### src/rtl/matmul_pkg.sv
// Shared definitions for the matrix-multiply sequencer: sizes, dim width, FSM codes.
package matmul_pkg;

  localparam int DATA_W      = 8;
  localparam int BUS_W       = 16;
  localparam int MAX_DIM     = BUS_W / DATA_W;
  localparam int DIM_W       = 2;
  localparam int MATRIX_WORD = MAX_DIM * MAX_DIM * DATA_W;
  localparam int RESULT_WORD = MAX_DIM * MAX_DIM * BUS_W;

  typedef enum logic [2:0] {
    ST_IDLE      = 3'd0,
    ST_LOAD_A    = 3'd1,
    ST_LOAD_B    = 3'd2,
    ST_LOAD_TAIL = 3'd3,
    ST_RUN       = 3'd4,
    ST_DONE      = 3'd5
  } state_t;

  // A dim field encodes size-1, so it is usable only if it indexes an existing row/column.
  function automatic logic dim_ok(input logic [DIM_W-1:0] d, input int max_dim);
    return int'(d) < max_dim;
  endfunction

endpackage

### src/rtl/matmul_operand_loader.sv
// Streams rows base..base+last_row from operand memory into a flat row register,
// one read per cycle, capturing each word the cycle after its strobe.
module matmul_operand_loader
  import matmul_pkg::*;
#(
  parameter int BUS_WIDTH  = 16,
  parameter int ADDR_WIDTH = 4,
  parameter int ROWS       = 2
) (
  input  logic                      clk_i,
  input  logic                      rst_ni,
  input  logic                      i_clear,
  input  logic                      i_start,
  input  logic [ADDR_WIDTH-1:0]     i_base,
  input  logic [DIM_W-1:0]          i_last_row,
  input  logic [BUS_WIDTH-1:0]      i_rd_data,
  output logic                      o_rd_en,
  output logic [ADDR_WIDTH-1:0]     o_rd_addr,
  output logic                      o_last,
  output logic [ROWS*BUS_WIDTH-1:0] o_rows
);

  logic                      r_rd_en;
  logic [ADDR_WIDTH-1:0]     r_addr;
  logic [DIM_W-1:0]          r_cnt;
  logic [DIM_W-1:0]          r_idx;
  logic                      r_cap_vld;
  logic [DIM_W-1:0]          r_cap_row;
  logic [ROWS*BUS_WIDTH-1:0] r_rows;
  logic                      w_last;

  // Terminal count: the read being issued this cycle is the final row.
  assign w_last = r_rd_en && (r_cnt == '0);

  always_ff @(posedge clk_i) begin
    if (!rst_ni) begin
      r_rd_en   <= 1'b0;
      r_addr    <= '0;
      r_cnt     <= '0;
      r_idx     <= '0;
      r_cap_vld <= 1'b0;
      r_cap_row <= '0;
      r_rows    <= '0;
    end else begin
      r_cap_vld <= r_rd_en;
      r_cap_row <= r_idx;
      if (i_start) begin
        r_rd_en <= 1'b1;
        r_addr  <= i_base;
        r_cnt   <= i_last_row;
        r_idx   <= '0;
      end else if (r_rd_en) begin
        if (w_last) begin
          r_rd_en <= 1'b0;
        end else begin
          r_addr <= r_addr + 1'b1;
          r_cnt  <= r_cnt - 1'b1;
          r_idx  <= r_idx + 1'b1;
        end
      end
      if (i_clear) begin
        r_rows <= '0;
      end else if (r_cap_vld) begin
        for (int r = 0; r < ROWS; r++) begin
          if (int'(r_cap_row) == r) r_rows[r*BUS_WIDTH +: BUS_WIDTH] <= i_rd_data;
        end
      end
    end
  end

  assign o_rd_en   = r_rd_en;
  assign o_rd_addr = r_addr;
  assign o_last    = w_last;
  assign o_rows    = r_rows;

endmodule

### src/rtl/matmul_sequencer.sv
// Job controller for the systolic matmul array: loads A/B rows, runs the array,
// captures result/flags and feeds the previous result back as bias in accumulate mode.
//
// state        | meaning
// ST_IDLE      | waiting for cmd_start_i; latches dims/mode and validates them
// ST_LOAD_A    | issuing A row reads
// ST_LOAD_B    | issuing B row reads (last A capture overlaps the first cycle)
// ST_LOAD_TAIL | capturing the last B row, no read
// ST_RUN       | mul_start_o held high until mul_finish_i
// ST_DONE      | done_o pulse, back to idle
module matmul_sequencer
  import matmul_pkg::*;
#(
  parameter int DATA_WIDTH = 8,
  parameter int BUS_WIDTH  = 16,
  parameter int ADDR_WIDTH = 4,
  parameter int A_BASE     = 0,
  parameter int B_BASE     = 4,
  localparam int MAX_D     = BUS_WIDTH / DATA_WIDTH,
  localparam int MAT_W     = MAX_D * MAX_D * DATA_WIDTH,
  localparam int RES_W     = MAX_D * MAX_D * BUS_WIDTH,
  localparam int FLG_W     = MAX_D * MAX_D
) (
  input  logic                  clk_i,
  input  logic                  rst_ni,
  input  logic                  cmd_start_i,
  input  logic [DIM_W-1:0]      cmd_n_dim_i,
  input  logic [DIM_W-1:0]      cmd_k_dim_i,
  input  logic [DIM_W-1:0]      cmd_m_dim_i,
  input  logic                  cmd_mode_i,
  output logic                  mem_rd_en_o,
  output logic [ADDR_WIDTH-1:0] mem_rd_addr_o,
  input  logic [BUS_WIDTH-1:0]  mem_rd_data_i,
  output logic [MAT_W-1:0]      a_matrix_o,
  output logic [MAT_W-1:0]      b_matrix_o,
  output logic [RES_W-1:0]      c_matrix_o,
  output logic [DIM_W-1:0]      n_dim_o,
  output logic [DIM_W-1:0]      k_dim_o,
  output logic [DIM_W-1:0]      m_dim_o,
  output logic                  mul_start_o,
  output logic                  mul_mode_o,
  input  logic                  mul_finish_i,
  input  logic [RES_W-1:0]      mul_res_i,
  input  logic [FLG_W-1:0]      mul_flags_i,
  output logic [RES_W-1:0]      res_o,
  output logic [FLG_W-1:0]      flags_o,
  output logic                  busy_o,
  output logic                  done_o,
  output logic                  err_o
);

  state_t             r_state;
  logic [DIM_W-1:0]   r_n_dim, r_k_dim, r_m_dim;
  logic               r_mode;
  logic               r_mul_start;
  logic               r_done;
  logic               r_err;
  logic [RES_W-1:0]   r_res;
  logic [FLG_W-1:0]   r_flags;

  logic               w_accept, w_illegal;
  logic               w_a_start, w_b_start;
  logic               w_a_rd_en, w_b_rd_en, w_a_last, w_b_last;
  logic [ADDR_WIDTH-1:0] w_a_addr, w_b_addr;

  assign w_accept  = (r_state == ST_IDLE) && cmd_start_i;
  assign w_illegal = !(dim_ok(cmd_n_dim_i, MAX_D) && dim_ok(cmd_k_dim_i, MAX_D) &&
                       dim_ok(cmd_m_dim_i, MAX_D));
  assign w_a_start = w_accept && !w_illegal;
  assign w_b_start = (r_state == ST_LOAD_A) && w_a_last;

  matmul_operand_loader #(
    .BUS_WIDTH (BUS_WIDTH),
    .ADDR_WIDTH(ADDR_WIDTH),
    .ROWS      (MAX_D)
  ) u_load_a (
    .clk_i     (clk_i),
    .rst_ni    (rst_ni),
    .i_clear   (w_accept),
    .i_start   (w_a_start),
    .i_base    (ADDR_WIDTH'(A_BASE)),
    .i_last_row(cmd_n_dim_i),
    .i_rd_data (mem_rd_data_i),
    .o_rd_en   (w_a_rd_en),
    .o_rd_addr (w_a_addr),
    .o_last    (w_a_last),
    .o_rows    (a_matrix_o)
  );

  matmul_operand_loader #(
    .BUS_WIDTH (BUS_WIDTH),
    .ADDR_WIDTH(ADDR_WIDTH),
    .ROWS      (MAX_D)
  ) u_load_b (
    .clk_i     (clk_i),
    .rst_ni    (rst_ni),
    .i_clear   (w_accept),
    .i_start   (w_b_start),
    .i_base    (ADDR_WIDTH'(B_BASE)),
    .i_last_row(r_k_dim),
    .i_rd_data (mem_rd_data_i),
    .o_rd_en   (w_b_rd_en),
    .o_rd_addr (w_b_addr),
    .o_last    (w_b_last),
    .o_rows    (b_matrix_o)
  );

  always_ff @(posedge clk_i) begin
    if (!rst_ni) begin
      r_state     <= ST_IDLE;
      r_n_dim     <= '0;
      r_k_dim     <= '0;
      r_m_dim     <= '0;
      r_mode      <= 1'b0;
      r_mul_start <= 1'b0;
      r_done      <= 1'b0;
      r_err       <= 1'b0;
      r_res       <= '0;
      r_flags     <= '0;
    end else begin
      r_done <= 1'b0;
      case (r_state)
        ST_IDLE: begin
          if (cmd_start_i) begin
            r_n_dim <= cmd_n_dim_i;
            r_k_dim <= cmd_k_dim_i;
            r_m_dim <= cmd_m_dim_i;
            r_mode  <= cmd_mode_i;
            r_err   <= w_illegal;
            if (w_illegal) begin
              r_state <= ST_DONE;
              r_done  <= 1'b1;
            end else begin
              r_state <= ST_LOAD_A;
            end
          end
        end
        ST_LOAD_A:    if (w_a_last) r_state <= ST_LOAD_B;
        ST_LOAD_B:    if (w_b_last) r_state <= ST_LOAD_TAIL;
        ST_LOAD_TAIL: begin
          r_state     <= ST_RUN;
          r_mul_start <= 1'b1;
        end
        ST_RUN: begin
          if (mul_finish_i) begin
            r_res       <= mul_res_i;
            r_flags     <= mul_flags_i;
            r_mul_start <= 1'b0;
            r_done      <= 1'b1;
            r_state     <= ST_DONE;
          end
        end
        ST_DONE: r_state <= ST_IDLE;
        default: r_state <= ST_IDLE;
      endcase
    end
  end

  // The two loaders never read in the same cycle, so a simple OR/select suffices.
  assign mem_rd_en_o   = w_a_rd_en | w_b_rd_en;
  assign mem_rd_addr_o = w_a_rd_en ? w_a_addr : w_b_addr;

  assign c_matrix_o  = r_mode ? r_res : '0;
  assign n_dim_o     = r_n_dim;
  assign k_dim_o     = r_k_dim;
  assign m_dim_o     = r_m_dim;
  assign mul_start_o = r_mul_start;
  assign mul_mode_o  = r_mode;
  assign res_o       = r_res;
  assign flags_o     = r_flags;
  assign busy_o      = (r_state != ST_IDLE);
  assign done_o      = r_done;
  assign err_o       = r_err;

endmodule

### config.mk
export PLATFORM = sky130hd
export DESIGN_NAME = matmul_sequencer
export DESIGN_NICKNAME = d
export VERILOG_FILES = /design/src/rtl/matmul_pkg.sv /design/src/rtl/matmul_operand_loader.sv /design/src/rtl/matmul_sequencer.sv
export SDC_FILE = /design/constraint.sdc
export NUM_CORES = 1
export LEC_CHECK = 0
export ABC_AREA = 1
export CORE_MARGIN = 4
export CORE_UTILIZATION = 38
export CTS_CLUSTER_DIAMETER = 100
export DETAILED_ROUTE_END_ITERATION = 7
export PLACE_DENSITY = 0.76
export REMOVE_ABC_BUFFERS = 1
export SYNTH_ARGS = -nofsm -noshare
export SYNTH_HDL_FRONTEND = slang
export SYNTH_SLANG_ARGS = --single-unit
### constraint.sdc
create_clock -name clk_i -period 1.48 [get_ports clk_i]
set_clock_uncertainty 0.2 [all_clocks]
set_input_delay 0.444 -clock clk_i [delete_from_list [all_inputs] [get_ports clk_i]]
set_output_delay 0.444 -clock clk_i [all_outputs]
set_load 0.005 [all_outputs]
After elaboration in Yosys (flattened, before gate mapping)
Index checks and enable logic that the tools add are counted.
{"block": "word_totals", "out_inout_bits": 212, "register_bits": 169, "word_cells": 113, "inputBits": 95}
{"block": "op_classes", "magnitude_cmp": 3, "muxes": 29, "bitwise": 4, "n_reduce_logical": 32, "n_addsub": 6, "eq_ne": 12}
{"operator": "2-to-1 mux 64 bit", "n": 1}
{"operator": "2-to-1 mux 3 bit", "n": 8}
{"operator": "AND reduction 2 bit", "n": 11}
{"operator": "one-hot mux 3 bit (5 select lines)", "n": 1}
{"operator": "2-to-1 mux 2 bit", "n": 6}
{"operator": "2-to-1 mux 1 bit", "n": 10}
{"operator": "adder 4 x 1 -> 4 bit (second input constant)", "n": 2}
{"operator": "zero test 2 bit", "n": 4}
{"operator": "logical AND 1 bit", "n": 7}
{"operator": "== test 3 x 2 -> 1 bit (second input constant)", "n": 2}
{"operator": "< comparator 2 bit (second input constant)", "n": 3}
{"operator": "!= test 2 x 1 -> 1 bit (second input constant)", "n": 3}
{"operator": "!= test 2 bit (second input constant)", "n": 3}
{"operator": "nonzero test 2 bit", "n": 3}
{"operator": "OR reduction 2 bit", "n": 3}
{"operator": "adder 2 x 1 -> 2 bit (second input constant)", "n": 2}
{"operator": "== test 2 bit (second input constant)", "n": 2}
{"operator": "2-to-1 mux 4 bit", "n": 1}
{"operator": "one-hot mux 1 bit (2 select lines)", "n": 2}
{"operator": "AND reduction 4 bit", "n": 1}
{"operator": "subtractor 2 x 1 -> 2 bit (second input constant)", "n": 2}
{"operator": "== test 3 x 1 -> 1 bit (second input constant)", "n": 1}
{"operator": "== test 3 bit (second input constant)", "n": 1}
{"operator": "zero test 3 bit", "n": 1}
{"operator": "other kinds (4)", "n": 6}

Logic depth before layout (Yosys ltp)
{"block": "depth", "word_depth": 6, "ltp_mapped": 9}

Hierarchy
A second synthesis with hierarchy kept.
{"block": "unflattened", "cells_unflattened": 980, "hier_area_um2": 7362.1}
{"mod": "matmul_operand_loader", "n_inst": 2, "cells_per_inst": 225, "area_per_inst_um2": 1868.0}
{"mod": "matmul_sequencer", "n_inst": 1, "cells_per_inst": 530, "area_per_inst_um2": 3626.0}

Worst setup path before layout
No wires, ideal clock.
{"block": "synth_path", "kind": "reg-to-output", "start": "register r_mode, in the netlist mul_mode_o", "end": "output port c_matrix_o[17]", "path_slack_ns": -0.187, "arrival_time_ns": 1.023, "path_buffers": 2, "stages_incl_launch_ff": 5, "t_required_ns": 0.836, "cell_sequence": "dfxtp_1 clkbuf_1 buf_1 nand2_1 inv_1"}
{"block": "synth_between", "elab_chain_cells": 1}
{"item": "from (decl)", "line": "matmul_sequencer.sv:54", "source": "logic r_mode;"}
{"item": "from (signal assigned)", "line": "matmul_sequencer.sv:128", "source": "r_mode <= cmd_mode_i;"}
{"item": "2-to-1 mux 64 bit", "line": "matmul_sequencer.sv:163", "source": "assign c_matrix_o = r_mode ? r_res : '0;"}
{"item": "to (decl)", "line": "matmul_sequencer.sv:36", "source": "output logic [RES_W-1:0] c_matrix_o,"}
No other way between the ends.

Worst setup path in the final report
{"block": "layout_path", "start": "register r_mode, in the netlist mul_mode_o", "end": "output port c_matrix_o[4]"}
Same word-level chain as after synthesis.

==> impl_results.md <==
- Status: finished with violations
- Violated checks: setup timing
- Post-synth EDFFs: 0
- CTS tree: yes
- Fmax: around 440 MHz
- CP delay by family, top: buffers and inverters
- Tmin final: around 2.3 ns
- CTS max path bufs: 2
- Most frequent cells in the layout: buf_6, nand2_1, dfxtp_2, inv_1, a21oi_2
- Worst-Margin Slew: 0.681 ns
- I/O pins: slightly above 300
- Ys Warns: 0
- DP HPWL: 17,200 um
- Clock-pin slew on the worst setup and hold paths: 0.08 ns
- Crit. End Element: output port
- Filler cell count: between 700 and 800
- Initial antenna violation count: 2
- RSZ-0062 raised after global routing: true
- Maxcap violations: 0
- Final Hold Slack: 0.246 ns
- Most common cell after layout, fill and taps aside: buf_6
- Library cells used by synthesis: 34
- Routability cong.: 0.904
- IO Port Bufs: ~310
- Via density per instance: 5.83
- Synthesized area: between 6000 and 7000 um^2
- Die Height: 144 um
- Area occupied by registers: between 3000 and 4000 um^2
- Syn_area_per_cell: around 7.5 um^2
- CP max stage cell: dfxtp_4
- Slew margin rel.: 54.6%
- Vias in the first global route: 8,475
- Routed wire per std cell: ~26 um
- Setup crit start kind: flop
- Endpoints failing hold: 0
- Pre-CTS setup slack: -0.429 ns
- Worst Path Max Fanout: 6
- Total GRT Usage: between 20 and 30%
- Die width: 144 um
- Lkg Pwr: 6.88 nW
- Worst-path cell chain: buf_12 > buf_12 > buf_6 > nand2_1 > inv_1 > buf_2
- Die ar.: 20,600 um^2
- Hold buffer count at CTS: 0
- Initial Util: between 30% and 40%
- Buf+Inv Stages, Crit Path: 5
- Clock buffer count from CTS: 17
- Routed via count: between 9,000 and 10,000
- Root Driver: clkbuf_16
- Total power per unit cell area: roughly 1200 nW/um^2
- Worst VDD drop: ~1000 uV
- Setup violators final: between 300 and 400
- Initial DRC Count: roughly 900
- Area delta synth->final: 115%
- # rows: 49
- Crit path DAT: ~1.6 ns
- First-pass GRT wire length: around 47,000 um
- Top cell by count, worst path: buf_12
- Placeable Area: approximately 18,000 um^2
- Clock Latency Late Sink: ~0.43 ns
- Share of cells above drive strength 1: between 60% and 70%
- Area of the multi-input gates: between 4000 and 5000 um^2
- WS Path Type: reg -> out
- # DRC: 0
- CTS Sinks: ~170
- Max incr delay on CP: 0.45 ns
- H-tree levels: 4
- Post-synth ARST share: 0%
- Pre-Repair DR Iteration Count: 8
- HP Class: reg -> reg
- Main flop type after synthesis: dfxtp_1
- Synth Register Bits: around 170
- Setup WS post-layout: -0.782 ns
- Worst Path Required: around 0.84 ns
- Final period utilization: 153%
- Sequential fraction of the synthesis area: just under 50%
- Largest net degree at the start of global routing: 70
- Remaining antenna violation count after routing: 0
- Synthesized instance count: approximately 930
- Total congestion overflow: 0
- Max Transition Viols Final: 0
- Layout net count: around 1,500
- Total Wirelength: approximately 45,000 um
tightest hold or removal path, stage by stage, from the launching register on:
cell     delay (ns)
dfxtp_1        0.32
nand2_1        0.06
inv_1          0.03
Yosys cell counts (6+ instances only):
master	instances	area, um^2
o21ai_0	23	115
o21ai_1	50	250
inv_1	156	586
buf_6	19	214
nand4_1	16	100
nand2_1	226	848
clkbuf_1	17	63.8
dfxtp_1	169	3380
buf_2	8	40.0
a21oi_1	136	681
nand3_1	24	120
a21oi_2	12	105
nor2_1	30	113
inv_2	6	22.5
cells by family after synthesis:
logic type / after synthesis / share of synthesized area (%)
adders and majority gates: 4 / 0.715
buffers and inverters: 216 / 14.3
xor gates and xnor gates: 6 / 0.751
DFF: 169 / 48.4
AOI/OAI and AO/OA: 223 / 16.7
and+or+nand+nor: 313 / 19.2
per-layer routing:
metal / vias up / share of wire [%] / track usage (%)
li1: 3940 / - / -
met3: 334 / 10 / 8.22
met1: 4638 / 32 / 32.1
met2: 895 / 48 / 50.1
met4: 2 / 9.1 / 16.9
met5: - / 0.038 / 0
registers in the layout, indices dropped and copies added (netlist names), 2 cells and up:
register	flops
u_load_b.o_rd_addr	4
u_load_b.o_rows	32
u_load_a.o_rows	32
u_load_a.r_cap_row	2
u_load_a.r_idx	2
u_load_b.r_idx	2
res_o	64
u_load_b.r_cap_row	2
flags_o	4
m_dim_o	2
u_load_a.o_rd_addr	4
k_dim_o	2
r_state	3
n_dim_o	2
u_load_b.r_cnt	2
u_load_a.r_cnt	2
repair_timing:
action                                  4_1_cts  5_1_grt
pin swaps                                    32       59
gates cloned                                 20       14
buffers inserted                             75       65
gates resized for setup                    1173      503
endpoints found under the setup margin      350      374
worst paths after layout:
kind                     start                     to  slack [ns]  cells past startpoint
min          u_load_b.r_idx[1]  u_load_b.r_cap_row[1]        0.25                      2
max reg2reg         r_state[0]              res_o[12]       -0.48                      7
min reg2reg  u_load_b.r_idx[1]  u_load_b.r_cap_row[1]        0.25                      2
max                 mul_mode_o          c_matrix_o[4]       -0.78                      6
through the flow:
step	power [mW]	setup TNS, ns	cells	util, %	area (um^2)
CTS	15.2	-58.59	1614	71.6	12900
global placement	8.73	-79.57	1489	59.1	10700
finish	17.9	-79.40	1683	83.5	15000
detailed placement	8.78	-84.82	1489	59.1	10700
global route	18.2	-88.70	1682	83.5	15000
floorplan	6.61	-94.62	877	-	6600
power breakdown:
| part | switching, mW | total [mW] | internal (mW) |
|---|---|---|---|
| combinational | 3.61 | 7.59 | 3.98 |
| sequential | 0.594 | 5.71 | 5.12 |
| clock | 2.17 | 4.58 | 2.41 |
final cells by class:
cell class | instances | area share [%]
Clock buffer | 18 | 2.92
Clock inverter | 14 | 0.906
Multi-Input combinational cell | 546 | 27.2
Sequential cell | 169 | 24.1
Timing Repair inverter | 1 | 0.0748
Timing Repair Buffer | 542 | 38.8
Inverter | 162 | 4.16
Antenna cell | 2 | 0.0333
Tap cell | 229 | 1.90
Note: power is estimated with default switching activity, not from simulation.
